## config.mk

```make
export PLATFORM = sky130hd
export DESIGN_NAME = muldiv_unit_flat
export DESIGN_NICKNAME = d
export VERILOG_FILES = /design/src/rtl/muldiv_pkg.sv /design/src/rtl/muldiv_if.sv /design/src/rtl/muldiv_divider.sv /design/src/rtl/muldiv_unit.sv /design/src/flat_wrapper.sv
export SDC_FILE = /design/constraint.sdc
export NUM_CORES = 1
export LEC_CHECK = 0
export BUFFER_PORTS_ARGS = -buffer_cell sky130_fd_sc_hd__buf_2
export CAP_MARGIN = 20
export CORE_ASPECT_RATIO = 1.25
export CORE_MARGIN = 1.5
export CORE_UTILIZATION = 45
export CTS_BUF_LIST = sky130_fd_sc_hd__clkbuf_8
export DETAILED_ROUTE_END_ITERATION = 6
export PLACE_DENSITY = 0.71
export REMOVE_ABC_BUFFERS = 1
export SLEW_MARGIN = 40
export SYNTH_ARGS = -nofsm -noshare
export SYNTH_HDL_FRONTEND = slang
export SYNTH_HIERARCHICAL = 1
export SYNTH_SLANG_ARGS = --single-unit
```

## constraint.sdc

```tcl
create_clock -name clk -period 6.1 [get_ports clk]
set_input_delay 1.22 -clock clk [delete_from_list [all_inputs] [get_ports clk]]
set_output_delay 1.22 -clock clk [all_outputs]
set_load 0.03 [all_outputs]
```

## src/rtl/muldiv_pkg.sv

```systemverilog
// Shared types and constants for the RV32M multiply/divide unit.
// Carries the FSM state enum, funct3/funct7 codes and operand-sign helpers.
package muldiv_pkg;

  typedef enum logic [1:0] {
    IDLE,
    RUN,
    DONE
  } state_e;

  localparam logic [2:0] F3_MUL    = 3'b000;
  localparam logic [2:0] F3_MULH   = 3'b001;
  localparam logic [2:0] F3_MULHSU = 3'b010;
  localparam logic [2:0] F3_MULHU  = 3'b011;
  localparam logic [2:0] F3_DIV    = 3'b100;
  localparam logic [2:0] F3_DIVU   = 3'b101;
  localparam logic [2:0] F3_REM    = 3'b110;
  localparam logic [2:0] F3_REMU   = 3'b111;

  localparam logic [6:0] F7_MULDIV = 7'b0000001;

  function automatic logic is_div(input logic [2:0] f3);
    return f3[2];
  endfunction

  function automatic logic rs1_signed(input logic [2:0] f3);
    return !(f3 == F3_MULHU || f3 == F3_DIVU ||
             f3 == F3_REMU);
  endfunction

  function automatic logic rs2_signed(input logic [2:0] f3);
    return rs1_signed(f3) && (f3 != F3_MULHSU);
  endfunction

endpackage

```

## src/rtl/muldiv_if.sv

```systemverilog
// Execute-stage bundle between the D/E register and the muldiv unit.
// master = pipeline side, slave = muldiv unit.
interface muldiv_if #(
  parameter int WIDTH = 32
);
  logic             flush;
  logic             start_e;
  logic [2:0]       funct3_e;
  logic [WIDTH-1:0] rd1_e;
  logic [WIDTH-1:0] rd2_e;
  logic             busy;
  logic             done;
  logic [WIDTH-1:0] result;

  modport master (
    output flush, start_e, funct3_e, rd1_e, rd2_e,
    input  busy, done, result
  );

  modport slave (
    input  flush, start_e, funct3_e, rd1_e, rd2_e,
    output busy, done, result
  );
endinterface

```

## src/rtl/muldiv_divider.sv

```systemverilog
// Restoring divider: {rem, quo} step register pair and trial subtractor.
// Works on magnitudes; sign fix-up is done by the caller.
module muldiv_divider
  import muldiv_pkg::*;
#(
  parameter int WIDTH = 32
) (
  input  logic             clk,
  input  logic             rst,
  input  logic             clear,
  input  logic             load,
  input  logic             step,
  input  logic [WIDTH-1:0] dividend,
  input  logic [WIDTH-1:0] divisor,
  output logic [WIDTH-1:0] quo,
  output logic [WIDTH-1:0] rem
);

  logic [WIDTH-1:0] quo_q, quo_d;
  logic [WIDTH-1:0] rem_q, rem_d;
  logic [WIDTH-1:0] dvs_q, dvs_d;
  logic [WIDTH:0]   shifted;
  logic [WIDTH:0]   diff;

  always_comb begin
    quo_d   = quo_q;
    rem_d   = rem_q;
    dvs_d   = dvs_q;
    shifted = {rem_q, quo_q[WIDTH-1]};
    diff    = shifted - {1'b0, dvs_q};
    unique case (1'b1)
      clear: begin
        quo_d = '0;
        rem_d = '0;
        dvs_d = '0;
      end
      load: begin
        quo_d = dividend;
        rem_d = '0;
        dvs_d = divisor;
      end
      step: begin
        // borrow out of the trial subtract means restore
        if (!diff[WIDTH]) begin
          rem_d = diff[WIDTH-1:0];
          quo_d = {quo_q[WIDTH-2:0], 1'b1};
        end else begin
          rem_d = shifted[WIDTH-1:0];
          quo_d = {quo_q[WIDTH-2:0], 1'b0};
        end
      end
      default: ;
    endcase
  end

  always_ff @(posedge clk or posedge rst) begin
    if (rst) begin
      quo_q <= '0;
      rem_q <= '0;
      dvs_q <= '0;
    end else begin
      quo_q <= quo_d;
      rem_q <= rem_d;
      dvs_q <= dvs_d;
    end
  end

  assign quo = quo_q;
  assign rem = rem_q;

endmodule

```

## src/rtl/muldiv_unit.sv

```systemverilog
// Iterative RV32M multiply/divide unit for the EXECUTE stage.
// Define MULDIV_DIV_EN to build the divider; otherwise divides return 0.
module muldiv_unit
  import muldiv_pkg::*;
#(
  parameter int WIDTH = 32
) (
  input  logic    clk,
  input  logic    rst,
  muldiv_if.slave io
);

  localparam int CW = $clog2(WIDTH);
  localparam logic [CW-1:0] LAST = CW'(WIDTH - 1);
  localparam logic [WIDTH-1:0] MIN_NEG =
    {1'b1, {(WIDTH-1){1'b0}}};

  state_e             state_q, state_d;
  logic [CW-1:0]      cnt_q, cnt_d;
  logic [2:0]         f3_q, f3_d;
  logic               neg_q, neg_d;
  logic               spec_q, spec_d;
  logic [WIDTH-1:0]   spec_val_q, spec_val_d;
  logic [2*WIDTH-1:0] acc_q, acc_d;
  logic [WIDTH-1:0]   mcand_q, mcand_d;
  logic [WIDTH-1:0]   result_q, result_d;

  logic               accept;
  logic               a_sgn, b_sgn;
  logic               special;
  logic [WIDTH-1:0]   a_abs, b_abs;
  logic [WIDTH-1:0]   special_val;
  logic [WIDTH:0]     mul_sum;
  logic [2*WIDTH-1:0] acc_step;
  logic [2*WIDTH-1:0] prod;
  logic [WIDTH-1:0]   quo, rem;
  logic [WIDTH-1:0]   fix_val;

  assign accept = (state_q == IDLE) && io.start_e &&
                  !io.flush;

  always_comb begin : decode
    a_sgn = io.rd1_e[WIDTH-1] && rs1_signed(io.funct3_e);
    b_sgn = io.rd2_e[WIDTH-1] && rs2_signed(io.funct3_e);
    a_abs = a_sgn ? -io.rd1_e : io.rd1_e;
    b_abs = b_sgn ? -io.rd2_e : io.rd2_e;
    special     = 1'b0;
    special_val = '0;
`ifdef MULDIV_DIV_EN
    if (is_div(io.funct3_e)) begin
      if (io.rd2_e == '0) begin
        special     = 1'b1;
        special_val = io.funct3_e[1] ? io.rd1_e : '1;
      end else if (rs1_signed(io.funct3_e) &&
                   io.rd1_e == MIN_NEG &&
                   io.rd2_e == '1) begin
        special     = 1'b1;
        special_val = io.funct3_e[1] ? '0 : io.rd1_e;
      end
    end
`else
    special = is_div(io.funct3_e);
`endif
  end

`ifdef MULDIV_DIV_EN
  muldiv_divider #(
    .WIDTH(WIDTH)
  ) u_div (
    .clk     (clk),
    .rst     (rst),
    .clear   (io.flush),
    .load    (accept && is_div(io.funct3_e) && !special),
    .step    (state_q == RUN && is_div(f3_q) && !io.flush),
    .dividend(a_abs),
    .divisor (b_abs),
    .quo     (quo),
    .rem     (rem)
  );
`else
  assign quo = '0;
  assign rem = '0;
`endif

  always_comb begin : datapath
    mul_sum = {1'b0, acc_q[2*WIDTH-1:WIDTH]} +
              {1'b0, (acc_q[0] ? mcand_q : '0)};
    acc_step = {mul_sum, acc_q[WIDTH-1:1]};
    prod     = neg_q ? -acc_q : acc_q;
    if (spec_q) begin
      fix_val = spec_val_q;
    end else if (!f3_q[2]) begin
      fix_val = (f3_q == F3_MUL) ? prod[WIDTH-1:0]
                                 : prod[2*WIDTH-1:WIDTH];
    end else if (!f3_q[1]) begin
      fix_val = neg_q ? -quo : quo;
    end else begin
      fix_val = neg_q ? -rem : rem;
    end
  end

  always_comb begin : fsm
    state_d    = state_q;
    cnt_d      = cnt_q;
    f3_d       = f3_q;
    neg_d      = neg_q;
    spec_d     = spec_q;
    spec_val_d = spec_val_q;
    acc_d      = acc_q;
    mcand_d    = mcand_q;
    result_d   = result_q;
    unique case (state_q)
      IDLE: begin
        if (io.start_e) begin
          f3_d  = io.funct3_e;
          cnt_d = '0;
          // remainder takes the dividend's sign
          neg_d = (io.funct3_e[2] && io.funct3_e[1])
                ? a_sgn : (a_sgn ^ b_sgn);
          spec_d     = special;
          spec_val_d = special_val;
          if (special || is_div(io.funct3_e)) begin
            acc_d   = '0;
            mcand_d = '0;
          end else begin
            acc_d   = {{WIDTH{1'b0}}, b_abs};
            mcand_d = a_abs;
          end
          state_d = special ? DONE : RUN;
        end
      end
      RUN: begin
        cnt_d = cnt_q + CW'(1);
        if (!f3_q[2]) acc_d = acc_step;
        if (cnt_q == LAST) state_d = DONE;
      end
      DONE: begin
        result_d = fix_val;
        state_d  = IDLE;
      end
      default: state_d = IDLE;
    endcase
    if (io.flush) begin
      state_d    = IDLE;
      cnt_d      = '0;
      f3_d       = '0;
      neg_d      = 1'b0;
      spec_d     = 1'b0;
      spec_val_d = '0;
      acc_d      = '0;
      mcand_d    = '0;
      result_d   = '0;
    end
  end

  always_ff @(posedge clk or posedge rst) begin
    if (rst) begin
      state_q    <= IDLE;
      cnt_q      <= '0;
      f3_q       <= '0;
      neg_q      <= 1'b0;
      spec_q     <= 1'b0;
      spec_val_q <= '0;
      acc_q      <= '0;
      mcand_q    <= '0;
      result_q   <= '0;
    end else begin
      state_q    <= state_d;
      cnt_q      <= cnt_d;
      f3_q       <= f3_d;
      neg_q      <= neg_d;
      spec_q     <= spec_d;
      spec_val_q <= spec_val_d;
      acc_q      <= acc_d;
      mcand_q    <= mcand_d;
      result_q   <= result_d;
    end
  end

  assign io.busy   = accept || (state_q == RUN);
  assign io.done   = (state_q == DONE);
  assign io.result = io.done ? fix_val : result_q;

endmodule

```

## src/flat_wrapper.sv

```systemverilog
// flat-port wrapper written by rule: the top's interface ports become plain ports
module muldiv_unit_flat import muldiv_pkg::*;
#(
  parameter int WIDTH = 32
)
  (clk, rst, io_flush, io_start_e, io_funct3_e, io_rd1_e, io_rd2_e, io_busy, io_done, io_result);
  muldiv_if #(.WIDTH(WIDTH)) io_i ();
  input  logic clk;
  input  logic rst;
  input wire logic [$bits(io_i.flush)-1:0] io_flush;
  input wire logic [$bits(io_i.start_e)-1:0] io_start_e;
  input wire logic [$bits(io_i.funct3_e)-1:0] io_funct3_e;
  input wire logic [$bits(io_i.rd1_e)-1:0] io_rd1_e;
  input wire logic [$bits(io_i.rd2_e)-1:0] io_rd2_e;
  output wire logic [$bits(io_i.busy)-1:0] io_busy;
  output wire logic [$bits(io_i.done)-1:0] io_done;
  output wire logic [$bits(io_i.result)-1:0] io_result;
  assign io_i.flush = io_flush;
  assign io_i.start_e = io_start_e;
  assign io_i.funct3_e = io_funct3_e;
  assign io_i.rd1_e = io_rd1_e;
  assign io_i.rd2_e = io_rd2_e;
  assign io_busy = io_i.busy;
  assign io_done = io_i.done;
  assign io_result = io_i.result;
  muldiv_unit #(.WIDTH(WIDTH)) u_core (.clk(clk), .rst(rst), .io(io_i));
endmodule
```

==> results.md <==
- Post-CTS setup buffer count: 0
- Final antenna diode count: 0
- Flop-to-flop setup slack: ~2.2 ns
- Total of warnings raised by yosys: 6
- Count of clock tree sinks: between 100 and 150
- Sw Share: approximately a third
- Combined global-route utilization of all metal layers: ~25%
- Worst path arrival time: ~4.2 ns
- Worst slew margin: around 45%
- Mapped Avg Cell Area: around 8.0 um^2
- Combinational cell fraction of total power: around 23%
- DR DRC count: 0
- Syn-to-layout area delta: 10.5%
- Summed negative setup slack over all endpoints: 0 ns
- Net count, final: roughly 1500
- Worst-case clock buffer depth: 2
- Tightest Hold Check Type: flip-flop to flip-flop
- Drt pass-1 iters: 7
- Clock edge transition at the registers on the reported setup and hold paths: roughly 0.08 ns
- Row count: 62
- Commonest cells after routing, fill and taps aside: sky130_fd_sc_hd__nand2_1, sky130_fd_sc_hd__dfrtp_1, sky130_fd_sc_hd__o21ai_0
- Sort of element at the start of the critical path: flip-flop
- Average wire per standard cell: 17.9 um
- Internal power contribution: around 1600 uW
- Cell count after placement: around 1700
- Most frequent standard cell in the layout excluding fill and tap cells: sky130_fd_sc_hd__nand2_1
- Endpoint required time on the critical path: 4.88 ns
- Worst Path Max Fanout: 34
- Fillers: between 2000 and 2500
- Worst hold path cell count: 2
- Cell Area, Synth: 0.0107 mm^2
- Part of the power in the clock network: 34.5%
- Final hold violation count: 0
- Clk Latency, worst-skew pair: between 0.4 and 0.5 ns
- Number of vias after detailed routing: between 10000 and 15000
- Initial core utilization: around 46%
- Distinct cell type count of the synthesized netlist: 62
- Number of synthesized flops with an enable pin: 0
- Period minus WS final: approximately 5.4 ns
- Critical path endpoint category: output pin
- Crit share post-route: around 89%
- Max-cap violations: 0
- Number of design-rule violations left by the first detailed-router iteration: 730
- Htree depth: 4
- DRT antenna net count: 0
- Leak Pwr: ~0.0052 uW
- Number of instances in the synthesized netlist: between 1000 and 1500
- Overflow left after global routing: 0
- Power Total: 2370 uW
- Count of instances resized after the clock tree is built: 0
- Post-DR vias/cell: between 6 and 7
- Hold-fix buffers at CTS: 0
- Power density of the placed cells: 200 mW/mm^2
- Worst r2r path cells: 12
- Worst Hold Margin: between 0.4 and 0.5 ns
- Outcome: finished clean
- Fin cells: 1686
- F_max: between 150 and 200 MHz
- Pins Over Slew Limit: 0
- Overall die area: 0.0248 mm^2
- Routability Congestion: ~0.9
- Largest net degree at the start of global routing: a little under 90
- # IOs: between 100 and 150
- Vias in the first global route: approximately 9600
- Seq cells post-synth: approximately 140
- Unrepaired setup endpoints after global routing: no
- Height of the die: roughly 180 um
- Transition time at the pin with the least slew margin: around 0.8 ns
- Final Skew: approximately 0.011 ns
- Async S/R FF share, synth: 100%
- Horizontal die dimension: between 100 and 150 um
- Ratio of cells with drive above 1 in the final layout: between 10% and 20%
- Root buffer selected by CTS: sky130_fd_sc_hd__clkbuf_8
- Startpoint-to-endpoint class of the critical path: flip-flop to output pin
- Main synth FF type: sky130_fd_sc_hd__dfrtp_1
- Placed wire-length estimate after detailed placement: roughly 22000 um
- Final setup viols: 0
- Seq/Total Area, Yosys: around a third
- CORE AREA: 0.0232 mm^2
- WL final: just over 30000 um
- Switching Power: about 800 uW
- Part of the total power dissipated in sequential elements: a little over two fifths
- Clock tree from TritonCTS: done
- Initial antenna violation count: 0
- Wire length of the first global-routing pass: slightly below 50000 um
- Number of buffers created by CTS: 17
- Count of buffers inserted at the top-level ports: ~100
- Worst vdd ir: about 0.11 mV
sequential cells by signal, summed over array words and instances (netlist names):
| register | flops |
|---|---|
| u_core/cnt_q | 5 |
| u_core/mcand_q | 32 |
| u_core/acc_q | 64 |
| u_core/f3_q | 3 |
| u_core/neg_q | 1 |
| u_core/result_q | 32 |
| u_core/state_q | 2 |
per-stage QoR:
stage          util, %  area, um^2  setup slack [ns]
2_1_floorplan        -       10400              1.16
3_3_place_gp      49.1       11400              1.09
3_5_place_dp      49.2       11400             0.935
4_1_cts           51.0       11800             0.418
5_1_grt           51.1       11800             0.331
6_report          51.1       11800             0.652
cell usage after synthesis, types with 32 or more instances:
cell / instances / area (um^2)
sky130_fd_sc_hd__nand2_1: 170 / 638
sky130_fd_sc_hd__dfrtp_1: 139 / 3480
sky130_fd_sc_hd__o21ai_0: 136 / 681
sky130_fd_sc_hd__a21oi_1: 110 / 551
sky130_fd_sc_hd__nor2_1: 93 / 349
sky130_fd_sc_hd__clkbuf_1: 81 / 304
sky130_fd_sc_hd__xnor2_1: 73 / 639
sky130_fd_sc_hd__xor2_1: 65 / 569
sky130_fd_sc_hd__o31ai_1: 39 / 293
sky130_fd_sc_hd__ha_1: 37 / 463
sky130_fd_sc_hd__a22o_1: 34 / 298
sky130_fd_sc_hd__and2_1: 32 / 200
kinds of logic after synthesis:
family | synth area share (%)
AOI/OAI and AO/OA | 25.9
and+or+nand+nor | 21.2
DFF | 32.5
adders and majority gates | 4.51
xor gates and xnor gates | 11.3
muxes | 0.479
buffers and inverters | 4.16
cell type report:
cell class                 instances  area, um^2  area share (%)
clock buffer                      19         262            2.21
clock inverter                    13         169            1.43
inverter                          31         124            1.05
multi-input combinational       1080        6830            57.7
sequential                       139        3480            29.4
tap                              288         360            3.04
timing repair buffer             116         611            5.16
metal layers:
metal / GRT usage [%] / part of all wire [%] / routed length (um) / up-vias
met5: 0 / 0 / 0 / -
met4: 8.20 / 2.4 / 738 / 0
met3: 2.97 / 4.7 / 1430 / 47
met2: 42.3 / 49 / 14800 / 332
met1: 32.0 / 44 / 13300 / 5012
li1: - / - / - / 4906
power by group through the flow:
stage | clock (uW) | combinational, uW | sequential [uW]
after CTS | 832 | 539 | 1010
after global placement | 0 | 529 | 1020
after detailed placement | 0 | 537 | 1030
after global routing | 866 | 596 | 1020
final | 816 | 542 | 1010
after floorplan | 0 | 366 | 1010
final timing paths:
kind / startpoint / to
max in group asynchronous: rst / u_core/acc_q[0]$_DFFE_PP0P_
min in group asynchronous: rst / u_core/mcand_q[9]$_DFFE_PP0P_
min: u_core/mcand_q[23]$_DFFE_PP0P_ / u_core/mcand_q[23]$_DFFE_PP0P_
min reg2reg: u_core/mcand_q[23]$_DFFE_PP0P_ / u_core/mcand_q[23]$_DFFE_PP0P_
max reg2reg: u_core/acc_q[0]$_DFFE_PP0P_ / u_core/acc_q[62]$_DFFE_PP0P_
max: u_core/acc_q[0]$_DFFE_PP0P_ / io_result[24]
worst max-delay path, stage by stage (launching register included):
cell and delay, ns:
sky130_fd_sc_hd__dfrtp_2 0.63, sky130_fd_sc_hd__inv_1 0.21, sky130_fd_sc_hd__ha_1 0.22, sky130_fd_sc_hd__nor4b_1 0.24
sky130_fd_sc_hd__nand4_1 0.31, sky130_fd_sc_hd__nor4_4 0.39, sky130_fd_sc_hd__nand4_1 0.30, sky130_fd_sc_hd__or2_1 0.36
sky130_fd_sc_hd__o41ai_1 0.32, sky130_fd_sc_hd__xor2_1 0.11, sky130_fd_sc_hd__a21oi_1 0.31, sky130_fd_sc_hd__a22o_1 0.18
sky130_fd_sc_hd__buf_2 0.19
Note: power is estimated with default switching activity, not from simulation.
